[config.mk]
export PLATFORM = sky130hd
export DESIGN_NAME = rs_enc_ctrl
export DESIGN_NICKNAME = d
export VERILOG_FILES = /design/src/rtl/rs_enc_ctrl.sv
export SDC_FILE = /design/constraint.sdc
export NUM_CORES = 1
export LEC_CHECK = 0
export CAP_MARGIN = 40
export CORE_UTILIZATION = 43
export DETAILED_ROUTE_END_ITERATION = 8
export GPL_ROUTABILITY_DRIVEN = 1
export PLACE_DENSITY = 0.89
export SYNTH_ARGS = -nofsm -noshare
export SYNTH_HDL_FRONTEND = slang
export SYNTH_SLANG_ARGS = --single-unit
[constraint.sdc]
create_clock -name clk -period 2 [get_ports clk]
set_clock_uncertainty 0.2 [all_clocks]
set_input_delay 0.2 -clock clk [delete_from_list [all_inputs] [get_ports clk]]
set_output_delay 0.2 -clock clk [all_outputs]
set_load 0.01 [all_outputs]
[src/rtl/rs_enc_ctrl.sv]
// rtl/rs_enc_ctrl.sv - frame sequencer for a systematic RS(N,K) GF(2^8) encoder
// Drives the shared feedback symbol into the generator stages and muxes message/parity onto the output.
module rs_enc_ctrl #(
    parameter int K    = 239,
    parameter int NPAR = 16,
    parameter int W    = 8
) (
    input  logic         clk,
    input  logic         rst,
    input  logic         in_valid,
    input  logic         in_sop,
    input  logic [W-1:0] in_data,
    output logic         in_ready,
    input  logic [W-1:0] par_fb,
    output logic [W-1:0] mr,
    output logic         out_valid,
    output logic         out_sop,
    output logic         out_eop,
    output logic         out_is_par,
    output logic [W-1:0] out_data,
    output logic         busy,
    output logic         err_abort
);

    localparam int MAXC = (K > NPAR) ? K : NPAR;
    localparam int CW   = (MAXC > 1) ? $clog2(MAXC) : 1;
    localparam logic [CW-1:0] CNT_MSG_LAST = CW'(K - 1);
    localparam logic [CW-1:0] CNT_PAR_LAST = CW'(NPAR - 1);

    typedef enum logic [1:0] {
        IDLE  = 2'd0,
        MSG   = 2'd1,
        PAR   = 2'd2,
        FLUSH = 2'd3
    } state_t;

    state_t        state_q, state_d;
    logic [CW-1:0] cnt_q, cnt_d;
    logic          out_valid_q, out_valid_d;
    logic          out_sop_q, out_sop_d;
    logic          out_eop_q, out_eop_d;
    logic          out_is_par_q, out_is_par_d;
    logic [W-1:0]  out_data_q, out_data_d;
    logic          err_abort_q, err_abort_d;

    // take: this cycle's in_data is a legal message symbol and enters the chain
    logic take;
    logic sym_ok;

    assign sym_ok = in_valid && !in_sop;

    always_ff @(posedge clk) begin
        if (!rst) begin
            state_q      <= IDLE;
            cnt_q        <= '0;
            out_valid_q  <= 1'b0;
            out_sop_q    <= 1'b0;
            out_eop_q    <= 1'b0;
            out_is_par_q <= 1'b0;
            out_data_q   <= '0;
            err_abort_q  <= 1'b0;
        end else begin
            state_q      <= state_d;
            cnt_q        <= cnt_d;
            out_valid_q  <= out_valid_d;
            out_sop_q    <= out_sop_d;
            out_eop_q    <= out_eop_d;
            out_is_par_q <= out_is_par_d;
            out_data_q   <= out_data_d;
            err_abort_q  <= err_abort_d;
        end
    end

    always_comb begin
        state_d = state_q;
        cnt_d   = cnt_q;
        case (state_q)
            IDLE: begin
                if (in_valid && in_sop) begin
                    state_d = MSG;
                    cnt_d   = CW'(1);
                end
            end
            MSG: begin
                if (sym_ok) begin
                    if (cnt_q == CNT_MSG_LAST) begin
                        state_d = PAR;
                        cnt_d   = '0;
                    end else begin
                        cnt_d = cnt_q + CW'(1);
                    end
                end else begin
                    // gap or stray sop inside a frame: chain must be drained
                    state_d = FLUSH;
                    cnt_d   = '0;
                end
            end
            PAR, FLUSH: begin
                if (cnt_q == CNT_PAR_LAST) begin
                    state_d = IDLE;
                    cnt_d   = '0;
                end else begin
                    cnt_d = cnt_q + CW'(1);
                end
            end
            default: begin
                state_d = IDLE;
                cnt_d   = '0;
            end
        endcase
    end

    always_comb begin
        in_ready     = rst && ((state_q == IDLE) || (state_q == MSG));
        take         = rst && (((state_q == IDLE) && in_valid && in_sop) ||
                               ((state_q == MSG) && sym_ok));
        mr           = take ? (in_data ^ par_fb) : '0;
        out_valid_d  = take || (state_q == PAR);
        out_sop_d    = take && (state_q == IDLE);
        out_eop_d    = (state_q == PAR) && (cnt_q == CNT_PAR_LAST);
        out_is_par_d = (state_q == PAR);
        out_data_d   = (state_q == PAR) ? par_fb : (take ? in_data : '0);
        err_abort_d  = ((state_q == IDLE) && in_valid && !in_sop) ||
                       ((state_q == MSG) && !sym_ok);
    end

    assign out_valid  = out_valid_q;
    assign out_sop    = out_sop_q;
    assign out_eop    = out_eop_q;
    assign out_is_par = out_is_par_q;
    assign out_data   = out_data_q;
    assign err_abort  = err_abort_q;
    assign busy       = (state_q != IDLE);

endmodule

== Yosys cells after proc, flatten, opt, wreduce, memory -nomap -nowiden ==
Cells that the tools add are included.

* Bitwise gates (word level): 1
* Add/subtract/negate cells: 1
* Reduce and logical (&&, ||, !) cells: 21
* Mux-type cells: 13
* Equality and inequality tests: 8

{| class="wikitable"
|+ Operators with widths
! cell !! number
|-
| $mux 8 || 7
|-
| $pmux 8 s3 || 1
|-
| $logic_and 1x1->1 || 11
|-
| $add 8x1->8 const B || 1
|-
| $eq 8x4->1 const B || 1
|-
| $eq 8x8->1 const B || 1
|-
| $mux 2 || 4
|-
| $xor 8x8->8 || 1
|-
| $pmux 2 s3 || 1
|-
| $eq 2x2->1 const B || 2
|-
| $logic_or 1x1->1 || 4
|-
| $ne 2x2->1 const B || 2
|-
| $ne 3x3->1 const B || 1
|-
| $reduce_and 3->1 || 1
|-
| $eq 2x1->1 const B || 1
|-
| $logic_not 1->1 || 2
|-
| $logic_not 2->1 || 1
|-
| $reduce_bool 2->1 || 1
|-
| $reduce_or 2->1 || 1
|}

* Word-level logic and storage cells: 52
* Input bits: 20
* Register bits after elaboration: 23
* Output and inout bits: 23

== Longest topological paths before layout ==
Gate-level depths: netlist of the first run.

* Depth in word-level cells: 7
* Mapped depth: 6

== Worst setup path after synthesis of the first run ==
Ideal clock, no wire load.

* Kind: flip-flop to flip-flop
* From: reg cnt_q[0]
* To: reg state_q[1]
* Setup time: 116 ps
* Cell stages (with the launch flop): 6
* Arrival: 1310 ps
* Path slack: 374 ps
* Cell sequence: dfxtp_1 > inv_1 > ha_1 > and3_4 > a211o_1 > and4_1

* Word-level cells in the longest chain between the ends: 3
* Elaborated cells on any way between the ends: 5

{| class="wikitable"
|+ Ends and longest elaborated chain
! item !! line !! RTL
|-
| start: declaration || 38 || <nowiki>logic [CW-1:0] cnt_q, cnt_d;</nowiki>
|-
| start signal: assignment || 64 || <nowiki>cnt_q <= cnt_d;</nowiki>
|-
| $eq 8x8->1 or $eq 8x4->1 (tied branches) || 86, 99 ||
|-
| $ne 3x3->1 (no source line) or $ne 2x2->1 (tied branches) || -- ||
|-
| $reduce_and 3->1 (no source line) (*) || -- ||
|-
| end signal: assignment || 63 || <nowiki>state_q <= state_d;</nowiki>
|-
| end: declaration || 37 || <nowiki>state_t state_q, state_d;</nowiki>
|}

Mark *: on every way between the ends. The rest lies on a longest branch, timed or not.
A chain may end at the register's enable or synchronous reset.

== Worst setup path after layout of the first run ==
* From: in in_sop
* To: out mr[1]

* Word-level cells in the longest chain between the ends: 6
* Elaborated cells on any way between the ends: 7

{| class="wikitable"
|+ Ends and longest elaborated chain
! item !! line !! RTL
|-
| start: declaration || 11 || <nowiki>input logic in_sop,</nowiki>
|-
| $logic_not 1->1 || 50 || <nowiki>assign sym_ok = in_valid && !in_sop;</nowiki>
|-
| $logic_and 1x1->1 || 50 ||
|-
| $logic_and 1x1->1 || 116 || <nowiki>((state_q == MSG) && sym_ok));</nowiki>
|-
| $logic_or 1x1->1 (*) || 115 || <nowiki>take = rst && (((state_q == IDLE) && in_valid && in_sop) ||</nowiki>
|-
| $logic_and 1x1->1 (*) || 115 ||
|-
| $mux 8 (*) || 117 || <nowiki>mr = take ? (in_data ^ par_fb) : '0;</nowiki>
|-
| end: declaration || 15 || <nowiki>output logic [W-1:0] mr,</nowiki>
|}

Marks and branches as above.

==> key figures, run 1 <==
Pwr
  • Total power: 910.5 uW
  • Worst VDD drop: 0.4286 mV
  • Leak: 0.6559 nW
  • Power density over cell area: 557.2 nW/um^2

Clock network
  • Clock-pin slew of the registers on the worst-case setup and hold paths: 0.11 ns
  • H-tree levels: 1
  • CTS tree: done
  • Clock insertion delay at the later pin of the skew report: 0.31 ns
  • Buffers from clock root to sink, at most: 2
  • Clock Root Buffer: clkbuf_4
  • Total setup buffers inserted after CTS: 0
  • Number of clock sinks: 23
  • Total clock buffers created by CTS: 3

Logic synthesis
  • Yosys warning total: 0
  • Number of synthesized register bits: 23
  • Number of cells produced by synthesis: 124
  • Cell area after technology mapping: 1119 um^2
  • Synthesized Nets: 146
  • Dominant combinational cell family by area after synthesis: simple AND/OR/NAND/NOR gates
  • Primary flip-flop cell chosen by synthesis mapping: dfxtp_1
  • Post-synthesis mux area share: 0%
  • Synth async-reset ratio: 0%
  • Count of distinct cell types in the synthesized netlist: 34
  • Area share of fa/ha/maj cells after synthesis: 2.237%
  • Synthesized-area fraction occupied by xor and xnor cells: 10.96%
  • Top cell type's share of synthesized area: 41.16%
  • Portion of the post-synthesis area used by sequential elements: 41.16%
  • Simple-gate area share of the yosys netlist: 22.71%
  • Synth top area cells: dfxtp_1, xnor2_1, a22o_1
  • Syn_area_per_cell: 9.021 um^2
  • Post-synthesis cell type with the largest combined area: dfxtp_1
  • Share of the synthesized area in compound gates (AO/OA/AOI/OAI): 19.91%
  • EDFF count, synth: 0

Run status
  • Result of the run: finished, final reports clean

Global routing
  • Gr ovfl total: 0
  • Total global-route track usage: 20.83%
  • Number of antenna violations at the first check in global routing: 0
  • First-pass GRT wire length: 4257 um
  • Pin count of the biggest net entering global routing: 13
  • Vias in the first global route: 1000

Final layout
  • Area added between synthesis and finish: 46.09%
  • Register Area: 460.4 um^2
  • Fraction of layout cells with a size suffix above 1: 12.64%
  • Filler Cells Inserted: 206
  • Area of all placed cells without fillers: 1634 um^2
  • Area occupied by multi-input gates: 629.4 um^2
  • Number of nets in the layout: 197
  • # diodes: 0

STA
  • Share of the cycle needed by the critical path after routing: 95.86%
  • Slew at the pin closest to its max-slew limit: 0.3943 ns
  • Achievable frequency: 521.6 MHz
  • Normalized max-slew margin: 73.49%
  • Final setup violation count: 0
  • Minimum clock period after layout: 1.917 ns
  • Hold Vio Cnt, Final: 0
  • Final count of pins violating max slew: 0
  • RSZ-0062 raised after global routing: false

Floorplanning
  • Initial standard-cell utilization of the core: 45.15%
  • Number of ports placed on the die boundary: 43
  • Core Area: 2477 um^2
  • Number of standard-cell rows in the floorplan: 18
  • Full die area: 2810 um^2
  • Floorplan die width: 53.01 um
  • Overall die height: 53.01 um

Flow run
  • Max Cap Violations: 0

Drt
  • Count of unresolved DRC violations after routing: 0
  • Number of nets with antenna violations after routing: 0
  • Number of DRC markers in iteration 0: 38
  • Drt via density: 5.299
  • Total vias in the final route: 1081
  • Total wire length: 2793 um
  • Drt first pass iters: 4
  • Detailed-route wire length per cell: 13.69 um

Worst setup path
  • Largest driver fanout on the critical path: 9
  • Required time reported for the critical path endpoint: 1.60 ns
  • Kind of end point of the critical path: output port
  • Arr. time, crit path: 1.52 ns
  • Setup CP Type: in2out
  • Worst setup SP type: input port

Placement
  • HPWL after detailed placement: 2175 um
  • Number of buffers added on ports: 42
  • RD Place Congestion: 0.8094
  • Cell Area, Placed: 1618 um^2

Worst hold path
  • Worst hold-check path type: reg2reg
repair_timing:
item | 4_1_cts | 5_1_grt
hold buffers | 0 | 0
gates resized for setup | 10 | 10
endpoints found under the setup margin | 8 | 9
pin swaps | 0 | 1
power breakdown:
| part | total, mW | switching, mW | internal [mW] |
|---|---|---|---|
| combinational | 0.215 | 0.0933 | 0.121 |
| clock | 0.207 | 0.130 | 0.0779 |
| sequential | 0.489 | 0.00965 | 0.479 |
flip-flops by register name, indices dropped and copies added, names as in the netlist:
name	count
out_valid	1
out_sop	1
err_abort	1
state_q	2
out_is_par	1
cnt_q	8
out_data	8
out_eop	1
synthesized netlist by cell type, types with 2 or more instances:
cell     number
o21a_1        5
and3_1        6
a21oi_1       6
nor2_1       11
o21ai_0       2
a22o_1        8
nor2b_1       2
buf_2         3
nand2_1      10
xnor2_1      12
a21o_1        2
ha_1          2
xor2_1        2
inv_1         4
o21ai_1       3
nand3_1       5
dfxtp_1      23
nor3_1        2
placed cells by master, fill, tap and decap left out, types with 2 or more instances in the layout:
cell type and instances:
nand2_1 10, inv_1 4, dlygate4sd2_1 2, ha_1 2, a21o_1 2, o21ai_0 2, xor2_1 2, clkdlybuf4s15_1 3
clkbuf_4 3, a22o_1 8, nor3_1 2, nor2_2 2, o21a_1 5, buf_4 8, xnor2_1 12, nand3_1 5
clkbuf_2 3, nor2_1 10, clkdlybuf4s50_1 33, and3_1 6, dfxtp_1 23, a21oi_1 6, o21ai_1 3
kinds of logic after synthesis:
group                    count (synthesis)
adder cells (fa/ha/maj)                  2
flip-flops                              23
XOR/XNOR                                14
AND/OR/NAND/NOR                         46
buffers and inverters                    8
AO/OA/AOI/OAI                           31
routing by layer:
layer  up-vias  global-route usage [%]  part of all wire [%]
met2        48                   39.45                    47
met1       495                   23.87                    43
met4         0                   6.579                  0.75
met5         -                       0                     0
met3         3                   2.299                   8.3
li1        535                       -                     -
worst max-delay path, stage by stage:
cell	delay [ns]
clkdlybuf4s50_1	0.49
xor2_1	0.19
nand3_1	0.09
buf_4	0.17
nor2_1	0.10
dlygate4sd2_1	0.27
through the flow:
step / setup slack, ns / cells / setup TNS [ns] / util (%) / hold WS (ns)
global route: 0.002063 / 204 / 0 / 65.96 / 0.3558
floorplan: 0.3742 / 124 / 0 / - / 0.1255
finish: 0.08282 / 204 / 0 / 65.96 / 0.3272
detailed placement: -0.2529 / 200 / -1.744 / 65.30 / 0.3042
CTS: 0.02342 / 204 / 0 / 66.16 / 0.3209
global placement: -0.1686 / 200 / -1.250 / 65.30 / 0.2934
cell type report:
type,instances,share of cell area (%)
Inverter,4,0.9188
Clock buffer,4,1.608
Sequential cell,23,28.18
Multi-Input combinational cell,93,38.51
Timing Repair Buffer,50,28.48
Tap cell,30,2.297
final timing paths:
check / slack [ns] / endpoint / start / depth (start not counted)
worst max-delay path: 0.08 / mr[1] / in_sop / 6
worst min register to register: 0.33 / cnt_q[7] / cnt_q[7] / 2
worst max register to register: 0.22 / cnt_q[1] / cnt_q[0] / 6
worst min-delay path: 0.33 / cnt_q[7] / cnt_q[7] / 2
Note: power is estimated with default switching activity, not from simulation.
==> inputs of run 2 (changes only) <==
- clock period: 2 -> 2.05 ns (I/O delays scaled with it)
==> run 2 against run 1 <==
Effect of this change:
- count of clock-buffer cells in the layout unchanged
- register-to-register slack about the same
- cell count did not move
- sequential power shrank 2%
- sequential share of layout area is 0.13 points lower
- non-clock buffer count did not move
- via count is 1.8% higher
- core utilization rose by 0.30 points
- highest routed layer unchanged
==> key figures, run 2 (same netlist as run 1, synthesis figures left out) <==
Global routing
  • Gr ovfl total: 0
  • Pin count of the biggest net entering global routing: 13
  • Total global-route track usage: 21.41%
  • Vias in the first global route: 1015
  • Number of antenna violations at the first check in global routing: 0
  • First-pass GRT wire length: 4353 um

STA
  • RSZ-0062 raised after global routing: false
  • Final setup violation count: 0
  • Final TNS setup: 0 ns
  • Achievable frequency: 510.0 MHz
  • Hold Vio Cnt, Final: 0
  • Normalized max-slew margin: 73.69%
  • Share of the cycle needed by the critical path after routing: 95.65%
  • Final count of pins violating max slew: 0
  • Minimum clock period after layout: 1.961 ns
  • Slew at the pin closest to its max-slew limit: 0.3914 ns

Final layout
  • Area occupied by multi-input gates: 629.4 um^2
  • Area of all placed cells without fillers: 1642 um^2
  • Register Area: 460.4 um^2
  • Leading cell type in the layout, fill and taps excluded: clkdlybuf4s50_1
  • Filler Cells Inserted: 215
  • Most used cells in the layout excluding fill and tap cells: clkdlybuf4s50_1, dfxtp_1, xnor2_1
  • Utilization after layout: 66.26%
  • Fraction of layout cells with a size suffix above 1: 10.92%
  • Area added between synthesis and finish: 46.76%
  • Number of nets in the layout: 197
  • # diodes: 0

Worst hold path
  • Beginning of the worst hold path: cnt_q[7]
  • Worst min-delay path endpoint: cnt_q[7]
  • Worst hold-check path type: reg2reg
  • Worst hold path depth: 2

Worst setup path
  • Kind of end point of the critical path: output port
  • Critical-path cell list: clkdlybuf4s50_1 -> xor2_1 -> nand3_1 -> buf_4 -> nor2_1 -> dlygate4sd2_1
  • Arr. time, crit path: 1.56 ns
  • Total buffers and inverters traversed by the critical path: 3
  • Standard cell with the maximum stage delay on the critical path: clkdlybuf4s50_1
  • Maximum cell stage delay along the critical path: 0.49 ns
  • FF-to-FF Start: cnt_q[0]
  • CP Launch Point: in_sop
  • Worst R2R End: cnt_q[1]
  • Required time reported for the critical path endpoint: 1.64 ns
  • Worst reg2reg path depth: 6
  • Reg-to-reg setup timing slack: 0.23 ns
  • Worst path top cell family by delay: buffers and inverters
  • Worst setup SP type: input port
  • Setup CP Type: in2out
  • Largest driver fanout on the critical path: 9

Floorplanning
  • Core Area: 2477 um^2
  • Full die area: 2810 um^2
  • Number of standard-cell rows in the floorplan: 18
  • Overall die height: 53.01 um
  • Initial standard-cell utilization of the core: 45.15%
  • Floorplan die width: 53.01 um
  • Number of ports placed on the die boundary: 43

Drt
  • Detailed-route wire length per cell: 14.05 um
  • Count of unresolved DRC violations after routing: 0
  • Drt first pass iters: 4
  • Total wire length: 2867 um
  • Total vias in the final route: 1100
  • Drt via density: 5.392
  • Number of DRC markers in iteration 0: 30
  • Number of nets with antenna violations after routing: 0

Placement
  • Cell Area, Placed: 1618 um^2
  • Number of buffers added on ports: 42
  • HPWL after detailed placement: 2228 um
  • RD Place Congestion: 0.8094

Clock network
  • Clock Root Buffer: clkbuf_4
  • Buffers from clock root to sink, at most: 2
  • Clock insertion delay at the later pin of the skew report: 0.31 ns
  • H-tree levels: 1
  • Clock-pin slew of the registers on the worst-case setup and hold paths: 0.11 ns
  • Total clock buffers created by CTS: 3
  • Number of clock sinks: 23
  • Total setup buffers inserted after CTS: 0
  • CTS tree: done
  • Post-CTS Hold Fix Bufs: 0

Flow run
  • Max Cap Violations: 0

Pwr
  • Worst VDD drop: 0.3854 mV
  • Total power: 894.1 uW
  • Power density over cell area: 544.7 nW/um^2
  • Leak: 0.6760 nW

Run status
  • Result of the run: finished, final reports clean
==> run 2: cell types whose count changed in the layout (fill, tap and decap cells not counted), sizes merged <==
cell	delta
clkbuf	-3
dlygate4sd2	+6
clkdlybuf4s15	-3
==> run 2: per-layer routing <==
layer / global-route usage, % / up-vias / wire [um]
met5: 0 / - / 0
met4: 5.263 / 0 / 22
met3: 3.161 / 4 / 249
met2: 41.14 / 52 / 1392
met1: 24.17 / 510 / 1203
li1: - / 534 / -
==> run 2: timing repair <==
action / CTS / global route
pin swaps: 1 / 0
endpoints found under the hold margin: 0 / 0
setup endpoints to repair: 8 / 2
gates resized for setup: 8 / 3
==> run 2: power breakdown <==
group | total [mW] | switching, mW | internal, mW
clock | 0.205 | 0.130 | 0.0759
sequential | 0.477 | 0.0102 | 0.467
combinational | 0.211 | 0.0924 | 0.119
==> run 2: worst max-delay path by stage <==
stage / endpoint / depth (start not counted)
CTS: busy / 4
finish: mr[3] / 6
global route: mr[3] / 5
global placement: mr[1] / 6
detailed placement: mr[3] / 6
floorplan: state_q[1] / 5
==> run 2: cell type report <==
class | instances | area share (%)
Sequential cell | 23 | 28.05
Tap cell | 30 | 2.287
Multi-Input combinational cell | 93 | 38.34
Timing Repair Buffer | 50 | 28.81
Clock buffer | 4 | 1.601
Inverter | 4 | 0.9146
==> run 2: worst reg2reg max path, stage by stage, from the launching register on <==
cell and delay (ns):
dfxtp_1 0.43, inv_1 0.09, ha_1 0.20, and3_4 0.18
a211o_1 0.36, a21oi_1 0.17, o21a_1 0.14
==> run 2: through the flow <==
stage / instances / hold slack [ns] / worst slack (ns)
floorplan: 124 / 0.1305 / 0.4242
global placement: 200 / 0.2933 / -0.1286
detailed placement: 200 / 0.3036 / -0.1878
CTS: 204 / 0.3203 / 0.02171
global route: 204 / 0.3469 / 0.001518
finish: 204 / 0.3275 / 0.08916
